File: src/rtl/bloom_pkg.sv
// Shared definitions for the counting Bloom filter front end: op codes,
// sequencer states and address constants common with the filter itself.
package bloom_pkg;

  localparam int ADDR_W      = 57;
  localparam int PAGE_OFFSET = 12;
  localparam int LAT_W       = 4;

  typedef enum logic [1:0] {
    OP_PROBE  = 2'b00,
    OP_INSERT = 2'b01,
    OP_DELETE = 2'b10,
    OP_RSVD   = 2'b11
  } op_e;

  typedef enum logic [1:0] {
    IDLE  = 2'b00,
    ISSUE = 2'b01,
    WAIT  = 2'b10,
    RESP  = 2'b11
  } state_e;

  // Inserts and deletes modify filter counters; probes only read.
  function automatic logic op_writes(input logic [1:0] op);
    return (op == OP_INSERT) || (op == OP_DELETE);
  endfunction

endpackage

File: src/rtl/bloom_req_fifo.sv
// Request buffer between the page-tracking logic and the sequencer FSM.
// Pointers carry one extra wrap bit so full and empty are distinguishable.
module bloom_req_fifo #(
  parameter int W          = 59,
  parameter int FIFO_DEPTH = 4
) (
  input  logic         CLK,
  input  logic         rstb,
  input  logic         push,
  input  logic [W-1:0] push_data,
  input  logic         pop,
  output logic [W-1:0] pop_data,
  output logic         full,
  output logic         empty
);

  localparam int IDX_W = $clog2(FIFO_DEPTH);
  localparam int PTR_W = IDX_W + 1;

  logic [PTR_W-1:0] wr_ptr_q, wr_ptr_d;
  logic [PTR_W-1:0] rd_ptr_q, rd_ptr_d;
  logic [W-1:0]     mem_q [FIFO_DEPTH];
  logic [W-1:0]     mem_d [FIFO_DEPTH];
  logic             push_ok;
  logic             pop_ok;

  assign full     = (wr_ptr_q[PTR_W-1] != rd_ptr_q[PTR_W-1]) &&
                    (wr_ptr_q[IDX_W-1:0] == rd_ptr_q[IDX_W-1:0]);
  assign empty    = (wr_ptr_q == rd_ptr_q);
  assign push_ok  = push && !full;
  assign pop_ok   = pop && !empty;
  assign pop_data = mem_q[rd_ptr_q[IDX_W-1:0]];

  always_comb begin
    wr_ptr_d = wr_ptr_q;
    rd_ptr_d = rd_ptr_q;
    mem_d    = mem_q;
    if (push_ok) begin
      mem_d[wr_ptr_q[IDX_W-1:0]] = push_data;
      wr_ptr_d = wr_ptr_q + PTR_W'(1);
    end
    if (pop_ok) begin
      rd_ptr_d = rd_ptr_q + PTR_W'(1);
    end
  end

  always_ff @(posedge CLK or negedge rstb) begin
    if (!rstb) begin
      wr_ptr_q <= '0;
      rd_ptr_q <= '0;
      for (int i = 0; i < FIFO_DEPTH; i++) begin
        mem_q[i] <= '0;
      end
    end else begin
      wr_ptr_q <= wr_ptr_d;
      rd_ptr_q <= rd_ptr_d;
      for (int i = 0; i < FIFO_DEPTH; i++) begin
        mem_q[i] <= mem_d[i];
      end
    end
  end

endmodule

File: src/rtl/bloom_op_sequencer.sv
// Initiator for the counting Bloom filter: serialises probe/insert/delete
// requests, waits out the filter latency and returns one response per request.
module bloom_op_sequencer #(
  parameter int ADDR_W     = bloom_pkg::ADDR_W,
  parameter int RESULT_LAT = 2,
  parameter int FIFO_DEPTH = 4,
  parameter int OCC_W      = 16
) (
  input  logic              CLK,
  input  logic              rstb,
  input  logic              req_valid,
  output logic              req_ready,
  input  logic [1:0]        req_op,
  input  logic [ADDR_W-1:0] req_addr,
  output logic [ADDR_W-1:0] bf_addr,
  output logic              bf_we,
  output logic              bf_inc,
  input  logic              bf_result,
  output logic              rsp_valid,
  input  logic              rsp_ready,
  output logic              rsp_hit,
  output logic [1:0]        rsp_op,
  output logic              rsp_err,
  output logic [OCC_W-1:0]  occupancy,
  output logic              busy,
  output logic [1:0]        dbg_state
);

  import bloom_pkg::*;

  // Handshake: a request transfers on a rising CLK edge where req_valid and
  // req_ready are both high; a response transfers where rsp_valid and
  // rsp_ready are both high. rsp_* hold steady while rsp_valid waits.

  localparam int FW = ADDR_W + 2;

  state_e            state_q, state_d;
  logic [1:0]        op_q, op_d;
  logic [ADDR_W-1:0] bf_addr_q, bf_addr_d;
  logic [LAT_W-1:0]  lat_cnt_q, lat_cnt_d;
  logic [OCC_W-1:0]  occ_q, occ_d;
  logic              rsp_hit_q, rsp_hit_d;
  logic              rsp_err_q, rsp_err_d;

  logic              fifo_full;
  logic              fifo_empty;
  logic              fifo_pop;
  logic [FW-1:0]     fifo_head;
  logic [1:0]        head_op;
  logic [ADDR_W-1:0] head_addr;
  logic              head_err;

  bloom_req_fifo #(
    .W          (FW),
    .FIFO_DEPTH (FIFO_DEPTH)
  ) u_req_fifo (
    .CLK       (CLK),
    .rstb      (rstb),
    .push      (req_valid),
    .push_data ({req_op, req_addr}),
    .pop       (fifo_pop),
    .pop_data  (fifo_head),
    .full      (fifo_full),
    .empty     (fifo_empty)
  );

  assign head_op   = fifo_head[FW-1:ADDR_W];
  assign head_addr = fifo_head[ADDR_W-1:0];
  // Occupancy is settled here: the previous op has always issued before IDLE.
  assign head_err  = (head_op == OP_RSVD) ||
                     ((head_op == OP_DELETE) && (occ_q == '0));
  assign fifo_pop  = (state_q == IDLE) && !fifo_empty;

  always_ff @(posedge CLK or negedge rstb) begin
    if (!rstb) begin
      state_q   <= IDLE;
      op_q      <= 2'b00;
      bf_addr_q <= '0;
      lat_cnt_q <= '0;
      occ_q     <= '0;
      rsp_hit_q <= 1'b0;
      rsp_err_q <= 1'b0;
    end else begin
      state_q   <= state_d;
      op_q      <= op_d;
      bf_addr_q <= bf_addr_d;
      lat_cnt_q <= lat_cnt_d;
      occ_q     <= occ_d;
      rsp_hit_q <= rsp_hit_d;
      rsp_err_q <= rsp_err_d;
    end
  end

  always_comb begin
    state_d   = state_q;
    op_d      = op_q;
    bf_addr_d = bf_addr_q;
    lat_cnt_d = lat_cnt_q;
    occ_d     = occ_q;
    rsp_hit_d = rsp_hit_q;
    rsp_err_d = rsp_err_q;
    unique case (state_q)
      IDLE: begin
        if (!fifo_empty) begin
          op_d = head_op;
          if (head_err) begin
            rsp_err_d = 1'b1;
            rsp_hit_d = 1'b0;
            state_d   = RESP;
          end else begin
            rsp_err_d = 1'b0;
            bf_addr_d = head_addr;
            state_d   = ISSUE;
          end
        end
      end
      ISSUE: begin
        if (op_q == OP_INSERT) begin
          if (occ_q != '1) begin
            occ_d = occ_q + OCC_W'(1);
          end
        end else if (op_q == OP_DELETE) begin
          occ_d = occ_q - OCC_W'(1);
        end
        lat_cnt_d = LAT_W'(RESULT_LAT - 1);
        state_d   = WAIT;
      end
      WAIT: begin
        if (lat_cnt_q == '0) begin
          rsp_hit_d = bf_result;
          state_d   = RESP;
        end else begin
          lat_cnt_d = lat_cnt_q - LAT_W'(1);
        end
      end
      RESP: begin
        if (rsp_ready) begin
          state_d = IDLE;
        end
      end
      default: state_d = IDLE;
    endcase
  end

  always_comb begin
    req_ready = !fifo_full;
    bf_addr   = bf_addr_q;
    bf_we     = (state_q == ISSUE) && op_writes(op_q);
    bf_inc    = (state_q == ISSUE) && (op_q == OP_INSERT);
    rsp_valid = (state_q == RESP);
    rsp_hit   = rsp_hit_q;
    rsp_op    = op_q;
    rsp_err   = rsp_err_q;
    occupancy = occ_q;
    busy      = (state_q != IDLE) || !fifo_empty;
    dbg_state = state_q;
  end

endmodule

File: config.mk
export PLATFORM = sky130hd
export DESIGN_NAME = bloom_op_sequencer
export DESIGN_NICKNAME = d
export VERILOG_FILES = /design/src/rtl/bloom_pkg.sv /design/src/rtl/bloom_req_fifo.sv /design/src/rtl/bloom_op_sequencer.sv
export SDC_FILE = /design/constraint.sdc
export NUM_CORES = 1
export LEC_CHECK = 0
export ABC_AREA = 1
export BUFFER_PORTS_ARGS = -buffer_cell sky130_fd_sc_hd__buf_2
export CORE_MARGIN = 2
export CORE_UTILIZATION = 40
export CTS_BUF_LIST = sky130_fd_sc_hd__clkbuf_8
export DETAILED_ROUTE_END_ITERATION = 10
export GPL_TIMING_DRIVEN = 0
export PLACE_DENSITY_LB_ADDON = 0.05
export SLEW_MARGIN = 20
export SYNTH_ARGS = -nofsm -noshare
export SYNTH_HDL_FRONTEND = slang
export SYNTH_SLANG_ARGS = --single-unit
File: constraint.sdc
create_clock -name CLK -period 4.9 [get_ports CLK]
set_clock_uncertainty 0.05 [all_clocks]
set_input_delay 0.49 -clock CLK [delete_from_list [all_inputs] [get_ports CLK]]
set_output_delay 0.49 -clock CLK [all_outputs]
set_load 0.03 [all_outputs]
==> results.tsv, run 1 <==
metric	value	unit
status	complete, no violations	
syn_inst	1699	
worstMarginPinSlew	0.703	ns
synth_mux_area_share	0	%
synth_seq_cells	325	
synth-async-reset-ratio	100	%
track_usage	23.1	%
yosysTopAreaCellShare	54.8	%
path_max_fanout	16	
row_count	70	
synthAdderAreaFrac	2.41	%
cts_resized	0	
synth_common_cells	nand2_1, dfrtp_1, o21ai_0	
diodes	0	
die_h	197	µm
avgRoutedWirePerCell	18.2	µm
finalHoldViolCount	0	
grt_pass1_vias	12432	
avgSynthCellArea	8.74	µm²
ys_warn_count	0	
slew_viol_final	0	
clock.fmax	0.402	GHz
postLayoutCoreUtil	47.3	%
cts_setup_buffers	0	
regToRegEndpoint	occupancy[11]	
cp_data_required_time	5.37	ns
synthFlopType	dfrtp_1	
worst_hold_path.endpoint	u_req_fifo.mem_q[44]	
io_buffers	147	
ios	148	
yosysTopAreaCell	dfrtp_1	
gp_congestion	0.796	
hpwl	29100	µm
drc	0	
r2r_cells	11	
drive_gt1_share	15.3	%
fin_cells	2415	
timing.final.crit_share	50.8	%
cts_tree	yes	
dr_total_vias	12475	
fin_setup_tns	0	ns
cts_buffers	58	
critical_path_class	reg -> reg	
synth-edff-count	0	
clock_sinks	325	
total_leakage_power	8.70	nW
area_growth	16.6	%
whs_path_depth	3	
vias_per_cell	5.17	
yosys.area_share.simple	17.9	%
synth.distinct_cells	37	
finalPower	0.0138	W
startpoint_type	flop	
dr_wl_met3	1890	µm
synth_area_leaders	dfrtp_1, nand2_1, o21ai_0	
rr_startpoint	rsp_op[1]	
finalNetCount	2002	
grt_setup_unrepaired	no	
placeableCoreArea	0.0366	mm²
drv_cap	0	
synth_xor_area_share	1.18	%
syn_nets	1791	
dieArea	0.0387	mm²
hold_path_startpoint	req_addr[44]	
start_util	40.6	%
htree_levels	2	
power_density	794	mW/mm²
cp-end-kind	flop	
num-fill-cells	3760	
max-clock-path-buffers	3	
period_minus_slack	2.49	ns
slew_headroom	53.0	%
dr.pass1.iters	5	
cts-hold-fix-buffers	1	
wl_met2	20600	µm
clockRootBuffer	clkbuf_8	
r2r_slack	2.41	ns
clock_latency	0.64	ns
clk_pin_slew	0.06	ns
first_iter_violations	805	
grt_overflow	0	
ir_drop	0.000306	V
drt_wl_total	43900	µm
synth_top_family_by_area	simple AND/OR/NAND/NOR gates	
grt_pass1_wl	69600	µm
placed_cells	2317	
die_width	197	µm
ant_nets	0	
drt-met1-wl	20500	µm
syn-cell-area	0.0149	mm²
synth-compound-area-share	16.9	%
crit_arrival	2.96	ns
grt_max_degree	95	
min_path_type	in -> reg	
antenna_found_initial	0	
yosysMostFrequentCell	nand2_1	
top_layer	met4	
yosysSeqAreaShare	54.8	%
setup_viol	0	
-- area by class of cell --
cell class / instances / area (µm²) / area share [%]
repair buffers: 151 / 838 / 4.84
clock inverters: 30 / 125 / 0.722
plain buffers: 101 / 578 / 3.34
well taps: 468 / 586 / 3.38
flip-flops and latches: 325 / 8130 / 46.9
inverters: 117 / 447 / 2.58
multi-input cells: 1156 / 5700 / 32.9
clock buffers: 67 / 922 / 5.32
-- cell families (layout without fill, tap and decap cells) --
| logic type | Yosys count | in the layout |
|---|---|---|
| compound gates | 440 | 440 |
| xor+xnor | 17 | 17 |
| fa+ha+maj | 28 | 28 |
| buf+inv | 218 | 466 |
| flops | 325 | 325 |
| simple gates | 671 | 671 |
-- flip-flops by register name, indices dropped and copies added, names as in the netlist --
| register | count |
|---|---|
| u_req_fifo.mem_q | 236 |
| bf_addr | 57 |
| occupancy | 16 |
| lat_cnt_q | 4 |
| u_req_fifo.rd_ptr_q | 3 |
| u_req_fifo.wr_ptr_q | 3 |
| dbg_state | 2 |
| rsp_op | 2 |
| rsp_err | 1 |
| rsp_hit | 1 |
-- critical path: stages (launching register included) --
cell	delay, ns
dfrtp_1	0.41
inv_1	0.09
ha_1	0.31
inv_2	0.21
ha_1	0.38
or2_2	0.34
nand3_1	0.10
nand2_1	0.11
nand2_1	0.11
nand3b_1	0.08
nand3_1	0.13
nand2_1	0.06
-- per-stage QoR --
stage	hold WS (ns)	area (µm²)	setup slack (ns)
floorplan	0.144	14900	2.60
global placement	0.415	16200	-3.29
detailed placement	0.391	16300	2.41
CTS	0.0642	17300	2.39
global route	0.107	17300	2.20
finish	0.104	17300	2.41
-- metal layers --
metal | GRT usage [%] | vias up
li1 | - | 6024
met1 | 32.3 | 6114
met2 | 37.6 | 269
met3 | 3.30 | 68
met4 | 6.79 | 0
met5 | 0 | -
-- placed cells by master, fill, tap and decap left out, types with 3 or more instances in the layout --
cell and count:
nor2_1 26, a21oi_1 67, o21ai_1 142, nand2_1 593
ha_1 27, nand3b_1 6, nand4_1 4, buf_1 3
buf_4 3, buf_16 3, nor3_1 5, xnor2_1 7
inv_1 140, xor2_1 8, buf_6 19, nand2_4 6
clkbuf_2 4, o21ai_0 169, nand3_1 24, clkbuf_1 40
dfrtp_1 325, buf_2 178, a32o_1 57, clkbuf_8 67
-- power by group --
part           switching (W)  internal [W]
logic                0.00442       0.00231
registers           0.000735       0.00395
clock network        0.00112       0.00122
total                0.00627       0.00748
-- worst max-delay path by stage --
stage	from	depth (start not counted)	endpoint
3_3_place_gp	rstb	1	bf_addr[22]
3_5_place_dp	rsp_op[1]	11	occupancy[11]
6_report	rsp_op[1]	11	occupancy[11]
2_1_floorplan	rsp_op[1]	13	occupancy[15]
4_1_cts	rsp_op[1]	11	occupancy[11]
5_1_grt	rsp_op[1]	12	occupancy[11]
Note: power is estimated with default switching activity, not from simulation.
==> inputs of run 2 (changes only) <==
==> constraint.sdc (replaced) <==
create_clock -name CLK -period 2.15 [get_ports CLK]
set_clock_uncertainty 0.05 [all_clocks]
set_input_delay 0.215 -clock CLK [delete_from_list [all_inputs] [get_ports CLK]]
set_output_delay 0.215 -clock CLK [all_outputs]
set_load 0.03 [all_outputs]
==> run 2 against run 1 <==
  * Clock power is 140% higher
  * Global-route usage rose by 0.23 points
  * Register-to-register slack lost 2.3 ns
  * Worst hold slack got worse by 0.080 ns
  * Largest power group unchanged
==> results.tsv, run 2 (same netlist as run 1, synthesis figures left out) <==
metric	value	unit	change
slew_viol_final	0		unchanged
total_leakage_power	9.06	nW	was 8.70 nW
finalNetCount	2069		was 2002
r2r_cells	13		was 11
ant_nets	0		unchanged
dr_total_vias	12780		was 12475
r2r_slack	0.09	ns	was 2.41 ns
die_h	197	µm	unchanged
p_int	0.0178	W	was 0.00748 W
p_clk_share	16.9	%	was 17.0%
drc	0		unchanged
first_iter_violations	931		was 805
htree_levels	2		unchanged
gp_congestion	0.793		was 0.796
area_growth	23.7	%	was 16.6%
top_register	u_req_fifo.mem_q		unchanged
drt_wl_total	44900	µm	was 43900 µm
rr_startpoint	rsp_op[1]		unchanged
final.setup.worst_slack	0.0873	ns	was 2.41 ns
grt_setup_unrepaired	yes		was no
crit_arrival	1.80	ns	was 2.96 ns
combPwrFrac	50.1	%	was 48.9%
mostFrequentLayoutCell	nand2_1		unchanged
diodes	0		unchanged
clockRootBuffer	clkbuf_8		unchanged
drive_gt1_share	18.3	%	was 15.3%
cts_tree	yes		unchanged
p_switching	0.0147	W	was 0.00627 W
dp_slack	-0.144	ns	was 2.41 ns
pwr-share-seq	33.0	%	was 34.0%
largest_reg_flops	236		unchanged
max-clock-path-buffers	3		unchanged
placeableCoreArea	0.0366	mm²	unchanged
hpwl	29400	µm	was 29100 µm
setup_viol	0		unchanged
period_minus_slack	2.06	ns	
min_path_type	in -> async		was in -> reg
grt_max_degree	92		was 95
worstMarginPinSlew	0.668	ns	was 0.703 ns
drv_cap	0		unchanged
start_util	40.6	%	unchanged
holdWs	0.0237	ns	was 0.104 ns
ir_drop	0.000625	V	was 0.000306 V
fin_cells	2482		was 2415
slew_headroom	55.4	%	was 53.0%
clock.fmax	0.485	GHz	
fin_setup_tns	0	ns	unchanged
multiInputGateArea	0.00595	mm²	was 0.00570 mm²
cp-end-kind	output port		was flop
finalHoldViolCount	0		unchanged
grt_overflow	0		unchanged
grt_pass1_vias	12603		was 12432
clock_latency	0.63	ns	was 0.64 ns
power_density	1770	mW/mm²	was 794 mW/mm²
final_cell_mix	nand2_1, dfrtp_1, buf_2, o21ai_0, o21ai_1		unchanged
io_buffers	147		unchanged
cts_buffers	56		was 58
postLayoutCoreUtil	50.2	%	was 47.3%
row_count	70		unchanged
dr.pass1.iters	5		unchanged
path_max_fanout	10		was 16
antenna_found_initial	0		unchanged
num-fill-cells	3583		was 3760
dieArea	0.0387	mm²	unchanged
timing.final.crit_share	95.9	%	
ios	148		unchanged
startpoint_type	flop		unchanged
clock_sinks	325		unchanged
avgRoutedWirePerCell	18.1	µm	was 18.2 µm
placed_cells	2318		was 2317
clk_pin_slew	0.06	ns	about the same
regToRegEndpoint	occupancy[14]		was occupancy[11]
switching_share	45.2	%	was 45.6%
status	complete, no violations		unchanged
critical_path_class	reg -> out		was reg -> reg
die_width	197	µm	unchanged
grt_pass1_wl	70500	µm	was 69600 µm
seq_area	0.00814	mm²	was 0.00813 mm²
vias_per_cell	5.15		was 5.17
track_usage	23.3	%	was 23.1%
cp_data_required_time	1.88	ns	was 5.37 ns
-- run 2: cell count changes in the layout (fill, tap and decap cells not counted), moves of 8 or more --
cell | before | now
clkbuf_2 | 4 | 23
inv_1 | 140 | 129
nand2_2 | 2 | 10
dlygate4sd3_1 | 1 | 63
nand2_1 | 593 | 585
ha_1 | 27 | 12
clkbuf_1 | 40 | 21
ha_4 | 0 | 14
-- run 2: metrics by stage --
step                total power (W)  cell area (µm²)
floorplan                    0.0213            14900
detailed placement           0.0262            16300
global placement             0.0260            16200
CTS                          0.0320            18000
finish                       0.0325            18400
global route                 0.0352            18400
-- run 2: worst max path at each step --
stage,from,to,slack [ns]
floorplan,rsp_op[1],occupancy[15],0.06
global placement,rstb,rsp_op[0],-6.41
detailed placement,u_req_fifo.rd_ptr_q[0],bf_addr[24],-0.14
CTS,rsp_op[0],occupancy[11],0.002
global route,rsp_op[1],occupancy[15],-0.04
finish,u_req_fifo.rd_ptr_q[1],busy,0.09
-- run 2: worst max-delay path: stages, from the launching register on --
cell and delay, ns:
dfrtp_1 0.39, buf_4 0.20, xnor2_4 0.18, nand4_1 0.17, clkbuf_4 0.23
-- run 2: layout make-up --
class,instances,share of cell area (%)
Sequential cell,325,44.3
Multi-Input combinational cell,1156,32.4
Timing Repair Buffer,219,8.39
Clock buffer,72,5.39
Buffer,101,3.28
Tap cell,468,3.19
Inverter,117,2.50
Clock inverter,23,0.518
Timing Repair inverter,1,0.0613
-- run 2: layer usage --
layer	routed length, µm	track usage [%]
met5	0	0
met2	20900	37.5
met1	21200	33.2
met3	2070	3.25
met4	816	6.49
-- run 2: what timing repair did --
action                                  CTS  global route
pin swaps                                 0             5
hold buffers                             63             0
cloned                                    0             1
endpoints found under the setup margin   41           165
endpoints found under the hold margin   476             0
setup buffers                             0             5
gates resized for setup                   7            73
-- run 2: power groups by stage --
stage | clock network (W) | registers, W | logic (W)
detailed placement | 0 | 0.0107 | 0.0155
global placement | 0 | 0.0107 | 0.0153
floorplan | 0 | 0.0117 | 0.00969
finish | 0.00551 | 0.0107 | 0.0163
CTS | 0.00567 | 0.0106 | 0.0157
global route | 0.00592 | 0.0111 | 0.0182
==> inputs of run 3 (changes only) <==
--- a/config.mk
+++ b/config.mk
@@ -6,7 +6,7 @@
 export NUM_CORES = 1
 export LEC_CHECK = 0
 export ABC_AREA = 1
-export BUFFER_PORTS_ARGS = -buffer_cell sky130_fd_sc_hd__buf_2
+export BUFFER_PORTS_ARGS = -buffer_cell sky130_fd_sc_hd__clkbuf_2
 export CORE_MARGIN = 2
 export CORE_UTILIZATION = 40
 export CTS_BUF_LIST = sky130_fd_sc_hd__clkbuf_8
==> run 3 against run 2 <==
  * Die area unchanged
  * Clock-buffer cell count increased by 1
  * Non-clock buffer count unchanged
  * Via count about the same
  * Sequential cell count unchanged
  * Critical path type is now reg -> reg
  * Core utilization increased by 0.26 points
==> results.tsv, run 3 (same netlist as run 1, synthesis figures left out) <==
metric	value	unit	change
status	complete, no violations		unchanged
drt_wl_total	45000	µm	was 44900 µm
regToRegEndpoint	occupancy[14]		unchanged
largest_reg_flops	236		unchanged
grt_pass1_wl	70800	µm	was 70500 µm
finalNetCount	2070		was 2069
slew_viol_final	0		unchanged
grt_overflow	0		unchanged
top_register	u_req_fifo.mem_q		unchanged
clock.fmax	0.481	GHz	was 0.485 GHz
diodes	0		unchanged
drive_gt1_share	18.3	%	about the same
r2r_slack	0.07	ns	was 0.09 ns
die_h	197	µm	unchanged
r2r_cells	12		was 13
cp_data_required_time	2.63	ns	was 1.88 ns
start_util	40.6	%	unchanged
track_usage	23.5	%	was 23.3%
dr.pass1.iters	5		unchanged
worstMarginPinSlew	0.735	ns	was 0.668 ns
avgRoutedWirePerCell	18.1	µm	about the same
ios	148		unchanged
grt_pass1_vias	12644		was 12603
min_path_type	in -> async		unchanged
gp_congestion	0.794		was 0.793
holdWs	0.0953	ns	was 0.0237 ns
cp-end-kind	flop		was output port
io_buffers	147		unchanged
clock_sinks	325		unchanged
grt_max_degree	88		was 92
antenna_found_initial	0		unchanged
clk_pin_slew	0.06	ns	about the same
rr_startpoint	rsp_op[1]		unchanged
period_minus_slack	2.08	ns	was 2.06 ns
timing.final.crit_share	96.7	%	was 95.9%
dr_total_vias	12777		was 12780
total_leakage_power	9.11	nW	was 9.06 nW
hpwl	29100	µm	was 29400 µm
power_density	1780	mW/mm²	was 1770 mW/mm²
row_count	70		unchanged
drc	0		unchanged
ir_drop	0.000663	V	was 0.000625 V
path_max_fanout	8		was 10
first_iter_violations	833		was 931
setup_viol	0		unchanged
critical_path_class	reg -> reg		was reg -> out
crit_arrival	2.55	ns	was 1.80 ns
startpoint_type	flop		unchanged
cts_buffers	57		was 56
max-clock-path-buffers	3		unchanged
clock_latency	0.66	ns	was 0.63 ns
slew_headroom	51.0	%	was 55.4%
vias_per_cell	5.13		was 5.15
placeableCoreArea	0.0366	mm²	unchanged
mostFrequentLayoutCell	nand2_1		unchanged
postLayoutCoreUtil	50.4	%	was 50.2%
cts_tree	yes		unchanged
final_cell_mix	nand2_1, dfrtp_1, o21ai_0, clkbuf_2, o21ai_1		was nand2_1, dfrtp_1, buf_2, o21ai_0, o21ai_1
area_growth	24.3	%	was 23.7%
finalPower	0.0329	W	was 0.0325 W
clockRootBuffer	clkbuf_8		unchanged
drv_cap	0		unchanged
num-fill-cells	3608		was 3583
dieArea	0.0387	mm²	unchanged
finalHoldViolCount	0		unchanged
die_width	197	µm	unchanged
htree_levels	2		unchanged
ant_nets	0		unchanged
[run 3: changes by cell type in the layout (fill, tap and decap cells not counted), moves of 2 or more]
cell / before / now
inv_1: 129 / 134
clkinvlp_4: 0 / 2
clkbuf_8: 72 / 74
bufinv_16: 0 / 2
nand2_1: 585 / 587
inv_2: 4 / 2
nand2_2: 10 / 8
clkbuf_2: 23 / 166
buf_2: 176 / 34
[run 3: per-layer routing]
metal	track usage [%]	up-vias	wire length (µm)
li1	-	6153	-
met1	33.4	6270	21100
met2	37.9	287	21000
met3	3.59	67	1940
met4	5.93	0	927
met5	0	-	0
[run 3: worst max-delay path by stage]
stage                                start       endpoint  slack [ns]  depth (start not counted)
finish                           rsp_op[1]  occupancy[14]        0.07                         12
detailed placement  u_req_fifo.rd_ptr_q[0]    bf_addr[24]       -0.18                          8
global route                     rsp_op[1]  occupancy[14]       -0.02                         12
CTS                           dbg_state[1]          bf_we       0.002                          5
global placement                      rstb      rsp_op[0]       -7.33                          1
floorplan                        rsp_op[1]  occupancy[15]        0.06                         13
[run 3: power by group]
part / internal [W] / switching [W] / leakage [nW]
Clock: 0.00327 / 0.00262 / 0.684
Combinational: 0.00583 / 0.0104 / 4.35
Sequential: 0.00900 / 0.00175 / 4.08
[run 3: critical path, cell delays in order (launching register included)]
cell      delay, ns
dfrtp_2        0.42
inv_2          0.08
ha_4           0.22
clkinv_8       0.12
ha_4           0.31
inv_1          0.08
nor3_4         0.21
and2_1         0.16
nand2_1        0.07
nand2_1        0.07
nand2_1        0.05
nand3_1        0.06
nand2_1        0.05
[run 3: metrics by stage]
step | setup TNS [ns] | worst slack [ns] | instances | instance area [µm²]
2_1_floorplan | 0 | 0.0552 | 1699 | 14900
3_3_place_gp | -2162.48 | -7.33 | 2314 | 16200
3_5_place_dp | -2.26 | -0.179 | 2318 | 16300
4_1_cts | 0 | 0.00174 | 2484 | 18200
5_1_grt | -0.0246 | -0.0181 | 2489 | 18500
6_report | 0 | 0.0712 | 2489 | 18500
[run 3: repair_timing]
item,CTS,global route
gates cloned,0,1
hold endpoints to repair,423,0
pin swaps,0,3
hold buffers,64,0
gates resized for setup,12,65
setup endpoints to repair,71,140
buffers inserted,0,4
[run 3: final cells by class]
type	count	area, µm²	share of cell area [%]
plain buffers	101	603	3.27
inverters	117	459	2.49
repair inverters	1	8.76	0.0474
multi-input cells	1156	5950	32.2
well taps	468	586	3.17
flip-flops and latches	325	8140	44.1
clock buffers	73	1000	5.44
clock inverters	29	179	0.969
repair buffers	219	1540	8.34
